## src/rtl/driver_pc.sv

```systemverilog
// ---------------------------------------------------------------------------
// singlecycle_pkg + driver_pc
//
// Purpose
//   Constrained-random stimulus driver and reference model for the PC
//   register of the single-cycle core.
//   - Drives a PC DUT with sequential bursts, stalls and word-aligned jumps.
//   - Tracks the PC the DUT should hold.
//   - Counts every cycle on which the DUT's PC disagrees with the model.
//
// Ports
//   i_clk          clock, all logic on posedge
//   i_rst          synchronous active-high reset
//   i_start        pulse: start a run from IDLE or DONE (ignored in RUN)
//   i_abort        pulse: in RUN, return to IDLE on the next edge
//   i_act_pc       PC currently presented by the DUT
//   drv_pc_sel     PC_4 / PC_ALU select driven into the DUT
//   drv_pc_en      PC write enable driven into the DUT
//   drv_alu_res    jump target driven into the DUT, always word aligned
//   o_busy         high while in RUN
//   o_done         sticky high while in DONE
//   o_op_cnt       ops issued in the current run
//   o_exp_pc       model PC
//   o_err_cnt      mismatches since reset, saturating
//   o_first_err_pc i_act_pc captured at the first mismatch, 0 until then
//   o_state        current FSM state (debug)
//
// Control protocol
//   i_start and i_abort are single-cycle pulses sampled on posedge. There is
//   no handshake back: i_start is simply ignored while a run is active, and
//   i_abort is ignored outside RUN. In IDLE, i_start wins over i_abort.
//
// All outputs are driven straight from registers.
// ---------------------------------------------------------------------------
package singlecycle_pkg;
  typedef enum logic {
    PC_4   = 1'b0,
    PC_ALU = 1'b1
  } PCSel_e;
endpackage

module driver_pc
  import singlecycle_pkg::*;
#(
  parameter int          NUM_OPS   = 256,
  parameter logic [31:0] SEED      = 32'h1,
  parameter logic [31:0] RESET_PC  = 32'h0,
  parameter logic [31:0] ADDR_MASK = 32'h0000_FFFC
) (
  input  logic        i_clk,
  input  logic        i_rst,
  input  logic        i_start,
  input  logic        i_abort,
  input  logic [31:0] i_act_pc,
  output PCSel_e      drv_pc_sel,
  output logic        drv_pc_en,
  output logic [31:0] drv_alu_res,
  output logic        o_busy,
  output logic        o_done,
  output logic [15:0] o_op_cnt,
  output logic [31:0] o_exp_pc,
  output logic [15:0] o_err_cnt,
  output logic [31:0] o_first_err_pc,
  output logic [1:0]  o_state
);

  typedef enum logic [1:0] {
    ST_IDLE = 2'd0,
    ST_RUN  = 2'd1,
    ST_DONE = 2'd2
  } state_e;

  // A zero seed would lock the LFSR at zero forever.
  localparam logic [31:0] SEED_EFF  = (SEED == 32'h0) ? 32'h1 : SEED;
  localparam logic [31:0] LFSR_POLY = 32'h8020_0003;
  localparam logic [15:0] OPS_LAST  = 16'(NUM_OPS - 1);
  localparam logic [31:0] TGT_MASK  = ADDR_MASK & ~32'h3;

  state_e      r_state;
  state_e      w_state_nxt;
  logic        w_issue;
  logic        w_clr_cnt;

  logic [31:0] r_lfsr;
  logic [2:0]  r_seq_cnt;
  logic        r_cmp_en;
  logic        r_busy;
  logic        r_done;
  logic [15:0] r_op_cnt;
  logic [31:0] r_exp_pc;
  logic [15:0] r_err_cnt;
  logic [31:0] r_first_err_pc;
  PCSel_e      r_pc_sel;
  logic        r_pc_en;
  logic [31:0] r_alu_res;

  logic        w_stall;
  logic        w_jump;
  logic [31:0] w_target;
  logic [31:0] w_lfsr_nxt;

  // Op decision uses the LFSR value before it advances.
  assign w_stall    = (r_lfsr[2:0] == 3'd0);
  assign w_jump     = !w_stall && (r_seq_cnt == 3'd0);
  assign w_target   = r_lfsr & TGT_MASK;
  // Galois, shift right: feedback taps applied when the bit shifted out is 1.
  assign w_lfsr_nxt = {1'b0, r_lfsr[31:1]} ^ (r_lfsr[0] ? LFSR_POLY : 32'h0);

  // ---------------------------------------------------------------------
  // FSM next state
  // ---------------------------------------------------------------------
  always_comb begin
    w_state_nxt = r_state;
    w_issue     = 1'b0;
    w_clr_cnt   = 1'b0;
    case (r_state)
      ST_IDLE: begin
        if (i_start) begin
          w_state_nxt = ST_RUN;
          w_clr_cnt   = 1'b1;
        end
      end
      ST_RUN: begin
        // Abort cancels the op that would otherwise issue this cycle.
        if (i_abort) begin
          w_state_nxt = ST_IDLE;
        end else begin
          w_issue = 1'b1;
          if (r_op_cnt == OPS_LAST) begin
            w_state_nxt = ST_DONE;
          end
        end
      end
      ST_DONE: begin
        if (i_start) begin
          w_state_nxt = ST_RUN;
          w_clr_cnt   = 1'b1;
        end
      end
      default: w_state_nxt = ST_IDLE;
    endcase
  end

  // ---------------------------------------------------------------------
  // FSM state register, stimulus registers, model and checker
  // ---------------------------------------------------------------------
  always_ff @(posedge i_clk) begin
    if (i_rst) begin
      r_state        <= ST_IDLE;
      r_busy         <= 1'b0;
      r_done         <= 1'b0;
      r_lfsr         <= SEED_EFF;
      r_seq_cnt      <= 3'd0;
      r_cmp_en       <= 1'b0;
      r_op_cnt       <= 16'd0;
      r_exp_pc       <= RESET_PC;
      r_err_cnt      <= 16'd0;
      r_first_err_pc <= 32'd0;
      r_pc_sel       <= PC_4;
      r_pc_en        <= 1'b0;
      r_alu_res      <= 32'd0;
    end else begin
      r_state  <= w_state_nxt;
      r_busy   <= (w_state_nxt == ST_RUN);
      r_done   <= (w_state_nxt == ST_DONE);
      r_cmp_en <= 1'b1;

      if (w_clr_cnt) begin
        r_op_cnt <= 16'd0;
      end

      if (w_issue) begin
        r_op_cnt  <= r_op_cnt + 16'd1;
        r_lfsr    <= w_lfsr_nxt;
        // Target is driven on every op, not only jumps, so a DUT whose
        // mux leaks the ALU input on PC_4 shows up as a mismatch.
        r_alu_res <= w_target;
        r_pc_en   <= !w_stall;
        r_pc_sel  <= w_jump ? PC_ALU : PC_4;
        if (w_jump) begin
          r_seq_cnt <= r_lfsr[10:8];
        end else if (!w_stall) begin
          r_seq_cnt <= r_seq_cnt - 3'd1;
        end
      end else begin
        r_pc_en  <= 1'b0;
        r_pc_sel <= PC_4;
      end

      // The DUT samples the registered drive at this same edge, so the
      // model updates in lockstep with it.
      if (r_pc_en) begin
        if (r_pc_sel == PC_ALU) begin
          r_exp_pc <= r_alu_res;
        end else begin
          r_exp_pc <= r_exp_pc + 32'd4;
        end
      end

      if (r_cmp_en && (i_act_pc != r_exp_pc)) begin
        if (r_err_cnt == 16'd0) begin
          r_first_err_pc <= i_act_pc;
        end
        if (r_err_cnt != 16'hFFFF) begin
          r_err_cnt <= r_err_cnt + 16'd1;
        end
      end
    end
  end

  assign drv_pc_sel     = r_pc_sel;
  assign drv_pc_en      = r_pc_en;
  assign drv_alu_res    = r_alu_res;
  assign o_busy         = r_busy;
  assign o_done         = r_done;
  assign o_op_cnt       = r_op_cnt;
  assign o_exp_pc       = r_exp_pc;
  assign o_err_cnt      = r_err_cnt;
  assign o_first_err_pc = r_first_err_pc;
  assign o_state        = r_state;

endmodule

```

## config.mk

```make
export PLATFORM = sky130hd
export DESIGN_NAME = driver_pc
export DESIGN_NICKNAME = d
export VERILOG_FILES = /design/src/rtl/driver_pc.sv
export SDC_FILE = /design/constraint.sdc
export NUM_CORES = 1
export LEC_CHECK = 0
export ABC_AREA = 1
export CORE_AREA = 2 2 121 146
export DETAILED_ROUTE_END_ITERATION = 6
export DIE_AREA = 0 0 123 148
export PLACE_DENSITY = 0.69
export SETUP_SLACK_MARGIN = 0.5
export SYNTH_ARGS = -nofsm -noshare
export SYNTH_HDL_FRONTEND = slang
export SYNTH_SLANG_ARGS = --single-unit
```

## constraint.sdc

```tcl
create_clock -name i_clk -period 2.3 [get_ports i_clk]
set_clock_uncertainty 0.1 [all_clocks]
set_input_delay 0.46 -clock i_clk [delete_from_list [all_inputs] [get_ports i_clk]]
set_output_delay 0.46 -clock i_clk [all_outputs]
set_load 0.005 [all_outputs]
```

==> summary.txt, run 1 <==
Metal-1 WL = 9.51 mm
Synth Register Bits = 137
commonest non-fill, non-tap cell in the layout = nand2_1
clk_lat worst skew = 410 ps
Slew Limit Fails = 0
routed wl met2 = 11.8 mm
hpwl dp = 15.2 mm
CTS tree = done
final core occ = 0.654
Initial Util = 0.442
Leak = 5.43 nW
maxcap violations = 0
status = complete, no violations
vias in the first global route = 7,259
initial antenna violation count = 0
CTS Buffer Depth = 2
Synth Cell Area = 7420 sq um
largest area contributor in the netlist = dfxtp_1
slowest cell on the critical path = dfxtp_4
Least-Margin Pin Slew = 852 ps
Area growth, synth to finish = 48.0%
kind of end point of the critical path = flop
Rel. slew slack = 0.431
Tcrit/Tclk final = 0.853
CP dominant cell by count = nor2_1
total number of vias = 8,179
sequential area share after synthesis = 0.370
Site Rows = 52
H-tree Lvls = 4
core box area = 16,800 sq um
RSZ-0062 raised after global routing = true
share of layout cells above drive strength 1 = 0.250
clock-pin slew on the worst setup and hold paths = 60 ps
CP arrival = 2200 ps
# IOs = 170
highest routed layer = met4
Die H = 148 microns
critical path class = flop to flop
Max FO, Critical Path = 6
Vias/cell = 5.09
Tightest Hold Check Type = input pin to flop
Post-Synthesis Cells = 1,163
Power Total = 0.00641 W
Power Dens Cells = 583 nW/um^2
WL final = 23.5 mm
Nets = 1,420
Synth area leaders = dfxtp_1 37%, nand2_1 16%, inv_1 10%
commonest cells after routing, fill and taps aside = 282 x nand2_1, 166 x inv_1, 136 x dlygate4sd2_1
top cell type's share of synthesized area = 0.370
Max stage delay on crit path = 340 ps
overall routing resource usage = 0.241
Tmin final = 1960 ps
worst path cell trace = buf_4, inv_2, nand3_1, nor2_1, nand4_1, nor2_4, nand3_4, buf_8, nand2_1, inv_1, nor2_1
width of the die = 123 microns
CTS Sinks = 137
Remaining DRCs = 0
Met3 Wirelength = 1.35 mm
root buf cell = clkbuf_16
First-pass DRT Iterations = 6
# setup viols final = 0
CP required = 2540 ps
number of port buffers = 149
Max Clk Rate = 0.510 GHz
endpoints failing hold = 0
distinct cell type count after synthesis = 40
largest net degree at the start of global routing = 44
DRT antenna net count = 0
total grt overflow = 0
TritonCTS Buffers = 17
first-pass GRT wire length = 35.1 mm
Syn. warnings = 0
Setup crit start kind = flop
average cell area after synthesis = 6.38 sq um
initial DRC count = 724
Placer Congestion = 0.879
full die area = 18,200 sq um
wire length per cell = 14.6 microns
Max VDD drop = 0.450 mV
## synthesized netlist by cell type
cell,count
buf_1,5
a311oi_1,1
o31ai_1,1
a22oi_1,1
nor3_2,1
clkbuf_1,23
buf_6,2
o311ai_0,1
o21bai_1,1
nor3_1,16
nor2_4,1
inv_1,197
nand4_1,53
nand2_2,2
xnor2_1,9
o221ai_1,3
inv_2,7
nand3_2,2
ha_1,7
conb_1,1
a21oi_1,74
nand3b_1,2
buf_4,34
o22ai_1,2
nand2_1,322
clkinv_1,6
o211ai_1,9
nor2_1,123
nor4_1,4
dfxtp_1,137
xor2_1,8
nor2_2,5
a211oi_1,4
o21ai_1,2
a31oi_1,5
buf_2,12
o21ai_0,37
o21a_1,3
nand3_1,39
and3_1,1
## routing by layer
layer	vias up	global-route usage
met1	3780	0.292
li1	4025	-
met2	314	0.419
met3	60	0.0359
met5	-	0
met4	0	0.105
## cell type report
class                      count  area (sq um)
fill                        1506          5810
multi-input combinational    760          3970
sequential                   137          2940
timing repair buffer         251          2320
inverter                     210           797
clock buffer                  21           470
tap                          216           270
clock inverter                11           216
antenna                        1          2.50
## repair_timing
item,4_1_cts,5_1_grt
pin swaps,21,58
setup endpoints to repair,189,81
resized for setup,276,148
hold buffers,0,0
cloned,1,6
setup buffers,40,27
## final timing paths
path	startpoint	end	slack, ps	depth (start not counted)
hold reg to reg	o_op_cnt[15]$_SDFFE_PP0P_	o_op_cnt[15]$_SDFFE_PP0P_	340	1
hold / removal	i_rst	o_exp_pc[8]$_SDFFE_PP0P_	270	2
setup / recovery	o_err_cnt[2]$_SDFFE_PP0P_	o_first_err_pc[7]$_SDFFE_PP0P_	340	11
setup reg to reg	o_err_cnt[2]$_SDFFE_PP0P_	o_first_err_pc[7]$_SDFFE_PP0P_	340	11
## worst max-delay path: cells and delay by family, from the launching register on
| kind | cells | cell delay, ps |
|---|---|---|
| DFF | 1 | 340 |
| and+or+nand+nor | 7 | 950 |
| buffers and inverters | 4 | 480 |
## stage by stage
stage          hold WS [ps]  instance area (sq um)  TNS [ps]  instances  worst slack, ps
6_report                269                  11000         0       1607              338
4_1_cts                 252                  10200         0       1573              318
5_1_grt                 278                  11000         0       1606              270
3_3_place_gp            346                   9070      -356       1500            -27.3
3_5_place_dp            351                   9070      -680       1500            -57.7
2_1_floorplan           341                   7490         0       1182              511
## logic make-up (layout without fill, tap and decap cells)
group	count (synthesis)	after routing	share of synthesized area
adder cells (fa/ha/maj)	7	7	0.0118
XOR/XNOR	17	17	0.0201
AO/OA/AOI/OAI	144	144	0.107
flip-flops	137	137	0.370
buffers and inverters	286	493	0.166
other	1	21	0.000506
AND/OR/NAND/NOR	571	572	0.325
## state kept, by name, summed over array words and instances (netlist names), 2 cells and up
register        cells
o_err_cnt          16
o_exp_pc           30
o_first_err_pc     32
o_op_cnt           16
o_state             2
r_lfsr             32
r_seq_cnt           3
## where the power goes
part           switching [W]  internal, W  total, W
registers          0.0000583      0.00242   0.00248
logic               0.000441     0.000339  0.000779
clock network        0.00103      0.00212   0.00315
Power figures use the tool's default switching activity.
==> run 2: changes to the inputs <==
--- a/config.mk
+++ b/config.mk
@@ -9,6 +9,7 @@
 export CORE_AREA = 2 2 121 146
 export DETAILED_ROUTE_END_ITERATION = 6
 export DIE_AREA = 0 0 123 148
+export HOLD_SLACK_MARGIN = 0.02
 export PLACE_DENSITY = 0.69
 export SETUP_SLACK_MARGIN = 0.5
 export SYNTH_ARGS = -nofsm -noshare
==> results of run 2 <==
Final layout, timing and power as in run 1 (identical DEF).
